<file path="src/rtl/rf_pkg.sv">
// Shared definitions for the multiport register file.
//   - clr_state_e : clear-sweep FSM states (2-bit encoding)
//   - DEF_WIDTH / DEF_DEPTH : default word width and register count
//   - calc_aw() : address width for a given depth (at least 1 bit)
package rf_pkg;

    localparam int unsigned DEF_WIDTH = 16;
    localparam int unsigned DEF_DEPTH = 16;

    typedef enum logic [1:0] {
        StIdle  = 2'd0,
        StSweep = 2'd1,
        StDone  = 2'd2
    } clr_state_e;

    function automatic int unsigned calc_aw(input int unsigned depth);
        return (depth <= 2) ? 1 : $clog2(depth);
    endfunction

endpackage

</file>
<file path="src/rtl/rf_read_port.sv">
// One combinational read port of the register file.
// Ports:
//   rd_addr  - read address
//   fwd_en   - a write is committing this cycle (wr_en and not sweeping)
//   wr_addr  - write address, for bypass match
//   wr_data  - write data, forwarded on match
//   mem_flat - whole array, word i at [i*WIDTH +: WIDTH]
//   rd_data  - read result
module rf_read_port #(
    parameter int unsigned WIDTH   = 16,
    parameter int unsigned DEPTH   = 16,
    parameter int unsigned AW      = 4,
    parameter bit          ZERO_R0 = 1'b1,
    parameter bit          BYPASS  = 1'b1
) (
    input  logic [AW-1:0]          rd_addr,
    input  logic                   fwd_en,
    input  logic [AW-1:0]          wr_addr,
    input  logic [WIDTH-1:0]       wr_data,
    input  logic [DEPTH*WIDTH-1:0] mem_flat,
    output logic [WIDTH-1:0]       rd_data
);

    logic [WIDTH-1:0] words [DEPTH];

    for (genvar i = 0; i < DEPTH; i++) begin : g_unpack
        assign words[i] = mem_flat[i*WIDTH +: WIDTH];
    end

    // Priority: hardwired zero, then same-cycle forwarding, then stored word.
    always_comb begin
        rd_data = words[rd_addr];
        if (ZERO_R0 && (rd_addr == '0)) begin
            rd_data = '0;
        end else if (BYPASS && fwd_en && (rd_addr == wr_addr)) begin
            rd_data = wr_data;
        end
    end

endmodule

</file>
<file path="src/rtl/multiport_reg_file.sv">
// Register file: DEPTH x WIDTH, one write port, NUM_RD combinational read ports,
// optional write-through bypass, optional hardwired-zero r0, and a clear sweep
// engine that zeroes one word per cycle.
// Ports:
//   clk, rst              - clock (rising edge), async active-low reset
//   wr_en/wr_addr/wr_data - write port
//   wr_drop               - registered flag: previous cycle's write was discarded by a sweep
//   rd_addr/rd_data       - packed read ports, port i at [i*AW +: AW] / [i*WIDTH +: WIDTH]
//   clr_req               - start a sweep (sampled in idle only)
//   clr_busy/clr_done     - sweep in progress / one-cycle completion pulse
module multiport_reg_file
    import rf_pkg::*;
#(
    parameter int unsigned WIDTH   = DEF_WIDTH,
    parameter int unsigned DEPTH   = DEF_DEPTH,
    parameter int unsigned NUM_RD  = 2,
    parameter bit          ZERO_R0 = 1'b1,
    parameter bit          BYPASS  = 1'b1,
    localparam int unsigned AW     = calc_aw(DEPTH)
) (
    input  logic                    clk,
    input  logic                    rst,
    input  logic                    wr_en,
    input  logic [AW-1:0]           wr_addr,
    input  logic [WIDTH-1:0]        wr_data,
    output logic                    wr_drop,
    input  logic [NUM_RD*AW-1:0]    rd_addr,
    output logic [NUM_RD*WIDTH-1:0] rd_data,
    input  logic                    clr_req,
    output logic                    clr_busy,
    output logic                    clr_done
);

    logic [WIDTH-1:0]       mem_q [DEPTH];
    logic [DEPTH*WIDTH-1:0] mem_flat;
    clr_state_e             state_q, state_d;
    logic [AW-1:0]          ptr_q, ptr_d;
    logic                   wr_drop_q, wr_drop_d;
    logic                   sweeping;
    logic                   wr_commit;

    assign sweeping  = (state_q == StSweep);
    assign wr_commit = wr_en && !sweeping && !(ZERO_R0 && (wr_addr == '0));
    // A write to a hardwired-zero r0 is a no-op, not a drop.
    assign wr_drop_d = wr_en && sweeping && !(ZERO_R0 && (wr_addr == '0));

    always_comb begin
        state_d = state_q;
        ptr_d   = ptr_q;
        unique case (state_q)
            StIdle: begin
                if (clr_req) begin
                    state_d = StSweep;
                    ptr_d   = '0;
                end
            end
            StSweep: begin
                if (ptr_q == AW'(DEPTH - 1)) begin
                    // Hold the pointer on the last word; it never wraps within a sweep.
                    state_d = StDone;
                end else begin
                    ptr_d = ptr_q + AW'(1);
                end
            end
            StDone:  state_d = StIdle;
            default: state_d = StIdle;
        endcase
    end

    always_ff @(posedge clk or negedge rst) begin
        if (!rst) begin
            for (int i = 0; i < DEPTH; i++) begin
                mem_q[i] <= '0;
            end
            state_q   <= StIdle;
            ptr_q     <= '0;
            wr_drop_q <= 1'b0;
        end else begin
            state_q   <= state_d;
            ptr_q     <= ptr_d;
            wr_drop_q <= wr_drop_d;
            if (sweeping) begin
                mem_q[ptr_q] <= '0;
            end else if (wr_commit) begin
                mem_q[wr_addr] <= wr_data;
            end
        end
    end

    assign clr_busy = sweeping;
    assign clr_done = (state_q == StDone);
    assign wr_drop  = wr_drop_q;

    for (genvar i = 0; i < DEPTH; i++) begin : g_flat
        assign mem_flat[i*WIDTH +: WIDTH] = mem_q[i];
    end

    for (genvar p = 0; p < NUM_RD; p++) begin : g_rd
        rf_read_port #(
            .WIDTH   (WIDTH),
            .DEPTH   (DEPTH),
            .AW      (AW),
            .ZERO_R0 (ZERO_R0),
            .BYPASS  (BYPASS)
        ) u_rd (
            .rd_addr  (rd_addr[p*AW +: AW]),
            .fwd_en   (wr_en && !sweeping),
            .wr_addr  (wr_addr),
            .wr_data  (wr_data),
            .mem_flat (mem_flat),
            .rd_data  (rd_data[p*WIDTH +: WIDTH])
        );
    end

endmodule

</file>
<file path="config.mk">
export PLATFORM = sky130hd
export DESIGN_NAME = multiport_reg_file
export DESIGN_NICKNAME = d
export VERILOG_FILES = /design/src/rtl/rf_pkg.sv /design/src/rtl/rf_read_port.sv /design/src/rtl/multiport_reg_file.sv
export SDC_FILE = /design/constraint.sdc
export NUM_CORES = 1
export LEC_CHECK = 0
export BUFFER_PORTS_ARGS = -buffer_cell sky130_fd_sc_hd__buf_2
export CAP_MARGIN = 10
export CELL_PAD_IN_SITES_DETAIL_PLACEMENT = 1
export CELL_PAD_IN_SITES_GLOBAL_PLACEMENT = 2
export CORE_AREA = 3 3 193 195
export CTS_CLUSTER_DIAMETER = 40
export DETAILED_ROUTE_END_ITERATION = 7
export DIE_AREA = 0 0 196 198
export PLACE_DENSITY_LB_ADDON = 0.1
export SKIP_CTS_REPAIR_TIMING = 1
export SLEW_MARGIN = 30
export SYNTH_ARGS = -nofsm -noshare
export SYNTH_HDL_FRONTEND = slang
export SYNTH_SLANG_ARGS = --single-unit
</file>
<file path="constraint.sdc">
create_clock -name clk -period 4.34 [get_ports clk]
set_clock_uncertainty 0.15 [all_clocks]
set_input_delay 0.217 -clock clk [delete_from_list [all_inputs] [get_ports clk]]
set_output_delay 0.217 -clock clk [all_outputs]
set_load 0.05 [all_outputs]
</file>
# After elaboration in Yosys (flattened, before gate mapping)
# Cells that the tools add are included.
op_classes:
  addsub: 1
  n_shift: 0
  n_div: 0
  mux: 23
  magnitude_cmp: 6
  n_mul: 0
  n_reduce_logical: 18
  n_eq_ne: 8
  bitwise: 6
ops:
  columns: ["cell", "n"]
  rows:
  - ["2-to-1 mux 256 bit", 2]
  - ["bitwise AND 256 bit", 1]
  - ["bitwise mux 256 bit", 1]
  - ["inverter 256 bit", 1]
  - ["2-to-1 mux 16 bit", 10]
  - ["binary-select mux 16 bit (select 4 bit)", 2]
  - ["demux 16 bit (select 4 bit)", 2]
  - ["greater-or-equal comparator 5 bit (second input constant)", 4]
  - ["inverter 4 -> 5 bit", 4]
  - ["zero test 4 bit", 3]
  - ["less-than comparator 5 x 1 -> 1 bit (second input constant)", 2]
  - ["equality test 4 bit", 2]
  - ["logical AND 1 bit", 8]
  - ["2-to-1 mux 4 bit", 2]
  - ["case mux 4 bit (2 select lines)", 1]
  - ["adder 4 x 1 -> 4 bit (second input constant)", 1]
  - ["equality test 4 bit (second input constant)", 1]
  - ["2-to-1 mux 2 bit", 2]
  - ["inequality test 2 bit (second input constant)", 2]
  - ["case mux 2 bit (2 select lines)", 1]
  - ["nonzero test 2 bit", 2]
  - ["AND reduction 3 bit", 1]
  - ["equality test 2 x 1 -> 1 bit (second input constant)", 1]
  - ["equality test 2 bit (second input constant)", 1]
  - ["other kinds (4)", 5]
totals:
  rom_bits: 0
  out_inout_bits: 35
  latch_bits: 0
  ramBits: 0
  register_bits: 263
  memories: 0

# Logic depth before layout (Yosys ltp)
# Gate-level depths: netlist (run 1).
logic_depth:
  word_depth: 8
  ltp_mapped: 9

# Hierarchy
# From an unflattened synthesis (run 1), not the netlist that was laid out.
hier_totals:
  cells_unflattened: 1330
  hier_area_um2: 14815.5
by_module_without_submodules:
  columns: ["mod", "area_per_inst_um2", "n_inst", "seq_area_each_um2", "cells_each"]
  rows:
  - ["multiport_reg_file", 10211.0, 1, 6581.3, 854]
  - ["rf_read_port", 2302.2, 2, 0.0, 238]

# Worst setup path before layout (run 1)
# No wires, ideal clock.
synth_path:
  kind: "register to output"
  startpoint: "register state_q[0]"
  endpoint: "output port rd_data[21]"
  path_stages_with_launch: 9
  setup_slack_ns: 1.656
  required_time_ns: 3.973
  arrival_ns: 2.317
  n_path_buf: 4
  path_cell_list: "dfrtp_1 > buf_6 > nand2b_2 > buf_6 > nand3_1 > or2_2 > clkbuf_1 > clkbuf_1 > a31oi_1"
synth_via:
  elab_chain_len: 6
synth_lines:
  columns: ["element", "line_no", "rtl"]
  rows:
  - ["start, declared", "multiport_reg_file.sv:36", "clr_state_e state_q, state_d;"]
  - ["start signal, assigned", "multiport_reg_file.sv:75", "state_q <= StIdle;"]
  - ["start signal, assigned", "multiport_reg_file.sv:79", "state_q <= state_d;"]
  - ["equality test 2 x 1 -> 1 bit", "multiport_reg_file.sv:42", "assign sweeping = (state_q == StSweep);"]
  - ["zero test 1 bit", "multiport_reg_file.sv:107", ".fwd_en (wr_en && !sweeping),"]
  - ["logical AND 1 bit", "multiport_reg_file.sv:107", null]
  - ["logical AND 1 bit", "rf_read_port.sv:35", "end else if (BYPASS && fwd_en && (rd_addr == wr_addr)) begin"]
  - ["2-to-1 mux 16 bit", "rf_read_port.sv:35", null]
  - ["2-to-1 mux 16 bit", "rf_read_port.sv:33", "if (ZERO_R0 && (rd_addr == '0)) begin"]
  - ["end, declared", "multiport_reg_file.sv:28", "output logic [NUM_RD*WIDTH-1:0] rd_data,"]
# Every way passes these cells.

# Worst setup path in the final report (run 1)
layout_path:
  startpoint: "register state_q[0]"
  endpoint: "output port rd_data[5]"
# Same word-level chain as after synthesis.

==> results of run 1 <==
[flip-flops by register name, indices dropped and copies added, names as in the netlist]
signal and cells:
mem_flat 256, state_q 2, wr_drop 1, ptr_q 4
[cell usage after synthesis (all sizes together)]
library cell  number
nor2              17
o211ai            16
nand3b             4
nand3             54
ha                 4
mux2i            128
nand2             20
and4               1
a41oi              2
a211oi            32
or2                7
nor2b              6
or3b               4
clkbuf            56
mux4              64
a21oi             10
nand2b             6
a31oi             35
nor4b              1
or3                2
o211a              1
nor4               7
o31ai             32
mux2               2
nand4b             1
buf               91
xor2               1
a22o             225
nand4              1
a41o               1
o22ai             64
dfrtp            263
clkinv             1
nor3               1
and2              16
xnor2              8
and3               1
o21ai              2
inv                6
a32oi              2
[through the flow]
step	setup slack, ps	utilization, %
after floorplan	1660	-
after global placement	1330	42.5
after detailed placement	1280	42.6
after CTS	1070	47.5
after global routing	1040	47.8
final	1080	47.8
[cell families (layout without fill, tap and decap cells)]
kind of cell | after synthesis | after routing | share of synthesized area [%]
AOI/OAI and AO/OA | 422 | 422 | 23.5
xor gates and xnor gates | 9 | 9 | 0.542
muxes | 194 | 194 | 18.9
DFF | 263 | 263 | 45.3
buffers and inverters | 154 | 220 | 5.15
adders and majority gates | 4 | 4 | 0.344
and+or+nand+nor | 149 | 149 | 6.34
[layout by cell type (no fill, tap or decap), drive strengths merged, types with 11 or more instances in the layout]
cell | synthesis | final
dfrtp | 263 | 263
a22o | 225 | 225
mux2i | 128 | 128
buf | 91 | 113
mux4 | 64 | 64
o22ai | 64 | 64
clkbuf | 56 | 59
nand3 | 54 | 54
a31oi | 35 | 35
a211oi | 32 | 32
o31ai | 32 | 32
nand2 | 20 | 20
nor2 | 17 | 17
o211ai | 16 | 16
and2 | 16 | 16
clkinv | 1 | 13
dlygate4sd3 | 0 | 12
inv | 6 | 11
[tightest hold or removal path, cell delays in order]
cell and delay (ps):
buf_2 250, nand3_1 130, nand2_1 50
[final timing paths]
check / end / slack [ps]
worst max-delay path: rd_data[5] / 1080
worst min-delay path: mem_flat[248] / -10
worst max register to register: mem_flat[183] / 1750
worst min register to register: mem_flat[0] / 370
max in group asynchronous: mem_flat[251] / 3040
min in group asynchronous: mem_flat[51] / 60
[power breakdown]
part | switching [W] | total, W | internal [W]
Combinational | 0.00172 | 0.00306 | 0.00134
Sequential | 0.000674 | 0.00389 | 0.00322
Clock | 0.00138 | 0.00408 | 0.00270
Total | 0.00377 | 0.0110 | 0.00727
[final cells by class]
class	instances	area (um2)	share of cell area, %
multi-input cells	778	7220	42.4
flip-flops and latches	263	6580	38.7
clock inverters	29	432	2.54
clock buffers	59	1310	7.72
well taps	461	577	3.39
inverters	7	31.3	0.184
repair buffers	125	856	5.03
[per-layer routing]
metal  vias up  GRT usage [%]  part of all wire, %
met4         2           8.95                  2.7
met5         -              0                0.020
met3       100           6.18                  7.4
li1       4829              -                    -
met1      6142           42.7                   46
met2       490           43.1                   44
==> flow_summary.yaml, run 1 <==
critical_path:
  start_kind: "register"
  path_cells: "nand2b_2 > nand3_1 > buf_4 > or2_2 > a31oi_1 > buf_2"
  slowest_stage: "or2_2"
  cpPeakStageDelay_ps: 500
  cp.depth: 6
  arrival_ps: 2890
  path_max_fanout: 17
  crit_start: "state_q[0]"
  r2r-start: "state_q[0]"
  crit_family: "simple AND/OR/NAND/NOR gates"
  worstRegToRegCells: 5
  critPathBufInv: 2
  crit_type: "register to output port"
  worstSetupEndpointType: "output port"
  required_ps: 3970
drt:
  drt_iter0_markers: 942
  routedWlPerCell_um: 32.4
  drc_errors: 0
  viasPerCell: 6.71
  drt-total-wl_um: 55900
  vias: 11563
  drt_pre_antenna_iters: 5
  ant_nets: 0
flow_run:
  drv_cap: 0
clocking:
  clkTransAtPathRegs_ps: 60
  clock-sinks: 263
  tritoncts: "built"
  clock_latency_ps: 550
  numCtsBuffers: 49
  htree_num_levels: 2
  cts_root_buf: "clkbuf_16"
  clk_path_buf_depth: 3
synth:
  seq_area_frac_synth_pct: 45.3
  synth_area_leaders: "dfrtp_1, a22o_1, mux4_2, mux2i_1, o22ai_1"
  syn_inst: 1195
  ys_seq_elements: 263
  synth.avg_cell_area_um2: 12.2
  yosys_warnings: 0
  yosys.cell_types.count: 52
  syn_area_mm2: 0.0145
  synthDominantCellAreaShare_pct: 45.3
  synthesis.nets: 1231
  synth_area_leader_cell: "dfrtp_1"
power_and_ir_drop:
  leakage_nw: 7.62
  ir_worst_vdd_mv: 0.345
  power_w: 0.0110
  p_per_area_mw_per_mm2: 649
timing:
  rsz0062_at_grt: "no"
  hold_slack_ps: -10.9
  setup_viol: 0
  worst_pin_slew_ps: 967
  slew_headroom_pct: 35.3
  fmax_mhz: 307
  slew_violations: 0
  hold_viol: 2
  period_minus_slack_ps: 3260
  period_share_pct: 75.0
  fin_tns_setup_ps: 0
final_layout:
  design_area_mm2: 0.0170
  fin_nets: 1260
  fillers: 3670
  syn_to_final_growth_pct: 17.0
  drive_above_1_share_pct: 23.5
  stdcell_count: 1722
  antennaDiodeCount: 0
floorplanning:
  coreArea_mm2: 0.0356
  dieArea_mm2: 0.0388
  start_util_pct: 40.9
  die_h_um: 198
  io_pins: 67
  num_rows: 69
  die_w_um: 196
placed_design:
  portBuffers: 66
  gp_congestion: 0.824
  hpwl_um: 35800
  dp_cells: 1622
  placed_area_mm2: 0.0151
global_routing:
  track_usage_pct: 29.0
  grt_pass1_vias: 11911
  overflow: 0
  antenna_found_initial: 1
  grt_pass1_wl_um: 84200
  grt_max_degree: 94
worst_hold_path:
  holdCritPathClass: "input pin to register"
  min_path_cells: 3
  worstHoldStart: "wr_data[8]"
outcome:
  violations: "hold timing"
  status: "finished with violations"
No activity file was read; power rests on OpenSTA's default activity.
==> run 2, diff against run 1 <==
- clock period: 4.34 -> 3.38 ns (I/O delays scaled with it)
==> run 2 against run 1 <==
- the flow now finishes without violations
- hold slack improved by 110 ps
- design area increased by 0.85%
- sequential cell count stayed put
- combinational power rose by 28%
- clock power rose by 25%
- count of clock-buffer cells in the layout is 3 lower
- non-clock buffer count increased by 16
==> flow_summary.yaml, run 2 (synthesis results as in run 1) <==
final_layout:
  fillers: 3636
  antennaDiodeCount: 0
  drive_above_1_share_pct: 24.1
  final_common_cell: "dfrtp_1"
  final_cell_mix: "dfrtp_1, a22o_1, mux2i_1, mux4_2, o22ai_1"
  largest_reg_flops: 256
  final_util_pct: 48.2
  syn_to_final_growth_pct: 18.0
  multiInputGateArea_mm2: 0.00722
  area.sequential_mm2: 0.00658
  fin_nets: 1275
clocking:
  numCtsBuffers: 48
  clk_path_buf_depth: 3
  tritoncts: "built"
  cts_root_buf: "clkbuf_16"
  htree_num_levels: 2
  clock-sinks: 263
  clkTransAtPathRegs_ps: 50
  clock_latency_ps: 560
power_and_ir_drop:
  ir_worst_vdd_mv: 0.556
  p_per_area_mw_per_mm2: 819
  leakage_nw: 7.68
critical_path:
  start_kind: "register"
  path_cells: "nand2b_2 > nand3_1 > or2_2 > a21oi_1 > buf_2"
  r2r-start: "state_q[0]"
  path_max_fanout: 16
  worstRegToRegCells: 6
  required_ps: 3060
  worstSetupEndpointType: "output port"
  r2r_slack_ps: 1000
  arrival_ps: 2590
  r2r-end: "mem_flat[133]"
  crit_type: "register to output port"
  cpPeakStageDelay_ps: 470
  slowest_stage: "dfrtp_1"
flow_run:
  drv_cap: 0
outcome:
  status: "completed"
worst_hold_path:
  holdCritPathClass: "input pin to async pin"
drt:
  vias: 11233
  ant_nets: 0
  viasPerCell: 6.46
  drt_iter0_markers: 803
  drt-total-wl_um: 53400
  drc_errors: 0
  routedWlPerCell_um: 30.7
  drt_pre_antenna_iters: 5
timing:
  period_minus_slack_ps: 2900
  rsz0062_at_grt: "no"
  fmax_mhz: 344
  period_share_pct: 85.9
  slew_headroom_pct: 41.7
  hold_viol: 0
  hold_slack_ps: 102
  fin_tns_setup_ps: 0
  slew_violations: 0
  setup_viol: 0
  worst_pin_slew_ps: 875
placed_design:
  gp_congestion: 0.878
  portBuffers: 66
  hpwl_um: 35300
global_routing:
  grt_pass1_vias: 11936
  overflow: 0
  track_usage_pct: 27.7
  grt_max_degree: 104
  antenna_found_initial: 0
  grt_pass1_wl_um: 81300
floorplanning:
  die_w_um: 196
  dieArea_mm2: 0.0388
  start_util_pct: 40.9
  io_pins: 67
  num_rows: 69
  die_h_um: 198
  coreArea_mm2: 0.0356
run 2: how the worst max path moves through the flow:
stage / startpoint / end / depth (start not counted)
finish: state_q[0] / rd_data[14] / 5
detailed placement: rd_addr[0] / rd_data[0] / 6
floorplan: state_q[0] / rd_data[21] / 8
CTS: state_q[0] / rd_data[5] / 5
global placement: rd_addr[0] / rd_data[4] / 7
global route: state_q[0] / rd_data[14] / 5
run 2: area by class of cell:
| type | instances | area share (%) |
|---|---|---|
| Inverter | 7 | 0.182 |
| Tap cell | 461 | 3.36 |
| Timing Repair Buffer | 141 | 6.02 |
| Sequential cell | 263 | 38.4 |
| Clock buffer | 56 | 7.59 |
| Multi-Input combinational cell | 778 | 42.1 |
| Clock inverter | 33 | 2.36 |
run 2: through the flow:
stage	setup slack, ps	cell area, um2	std cells	power [W]
after detailed placement	594	15300	1631	0.00891
after global placement	618	15200	1631	0.00881
final	475	17200	1739	0.0141
after floorplan	744	14500	1195	0.00766
after global routing	285	17200	1739	0.0147
after CTS	470	17000	1720	0.0141
run 2: power breakdown:
part,internal [W],switching (W)
Clock,0.00332,0.00180
Sequential,0.00413,0.000868
Combinational,0.00175,0.00218
Total,0.00921,0.00484
run 2: metal layers:
| metal | wire length, um | track usage [%] |
|---|---|---|
| met4 | 920 | 6.79 |
| met2 | 23900 | 41.0 |
| met3 | 3360 | 5.77 |
| met5 | 0 | 0 |
| met1 | 25200 | 41.6 |
run 2: critical path, delay by kind of cell (launching register included):
family	cells	cell delay [ps]
AOI/OAI and AO/OA	1	400
buffers and inverters	1	350
DFF	1	470
and+or+nand+nor	3	800
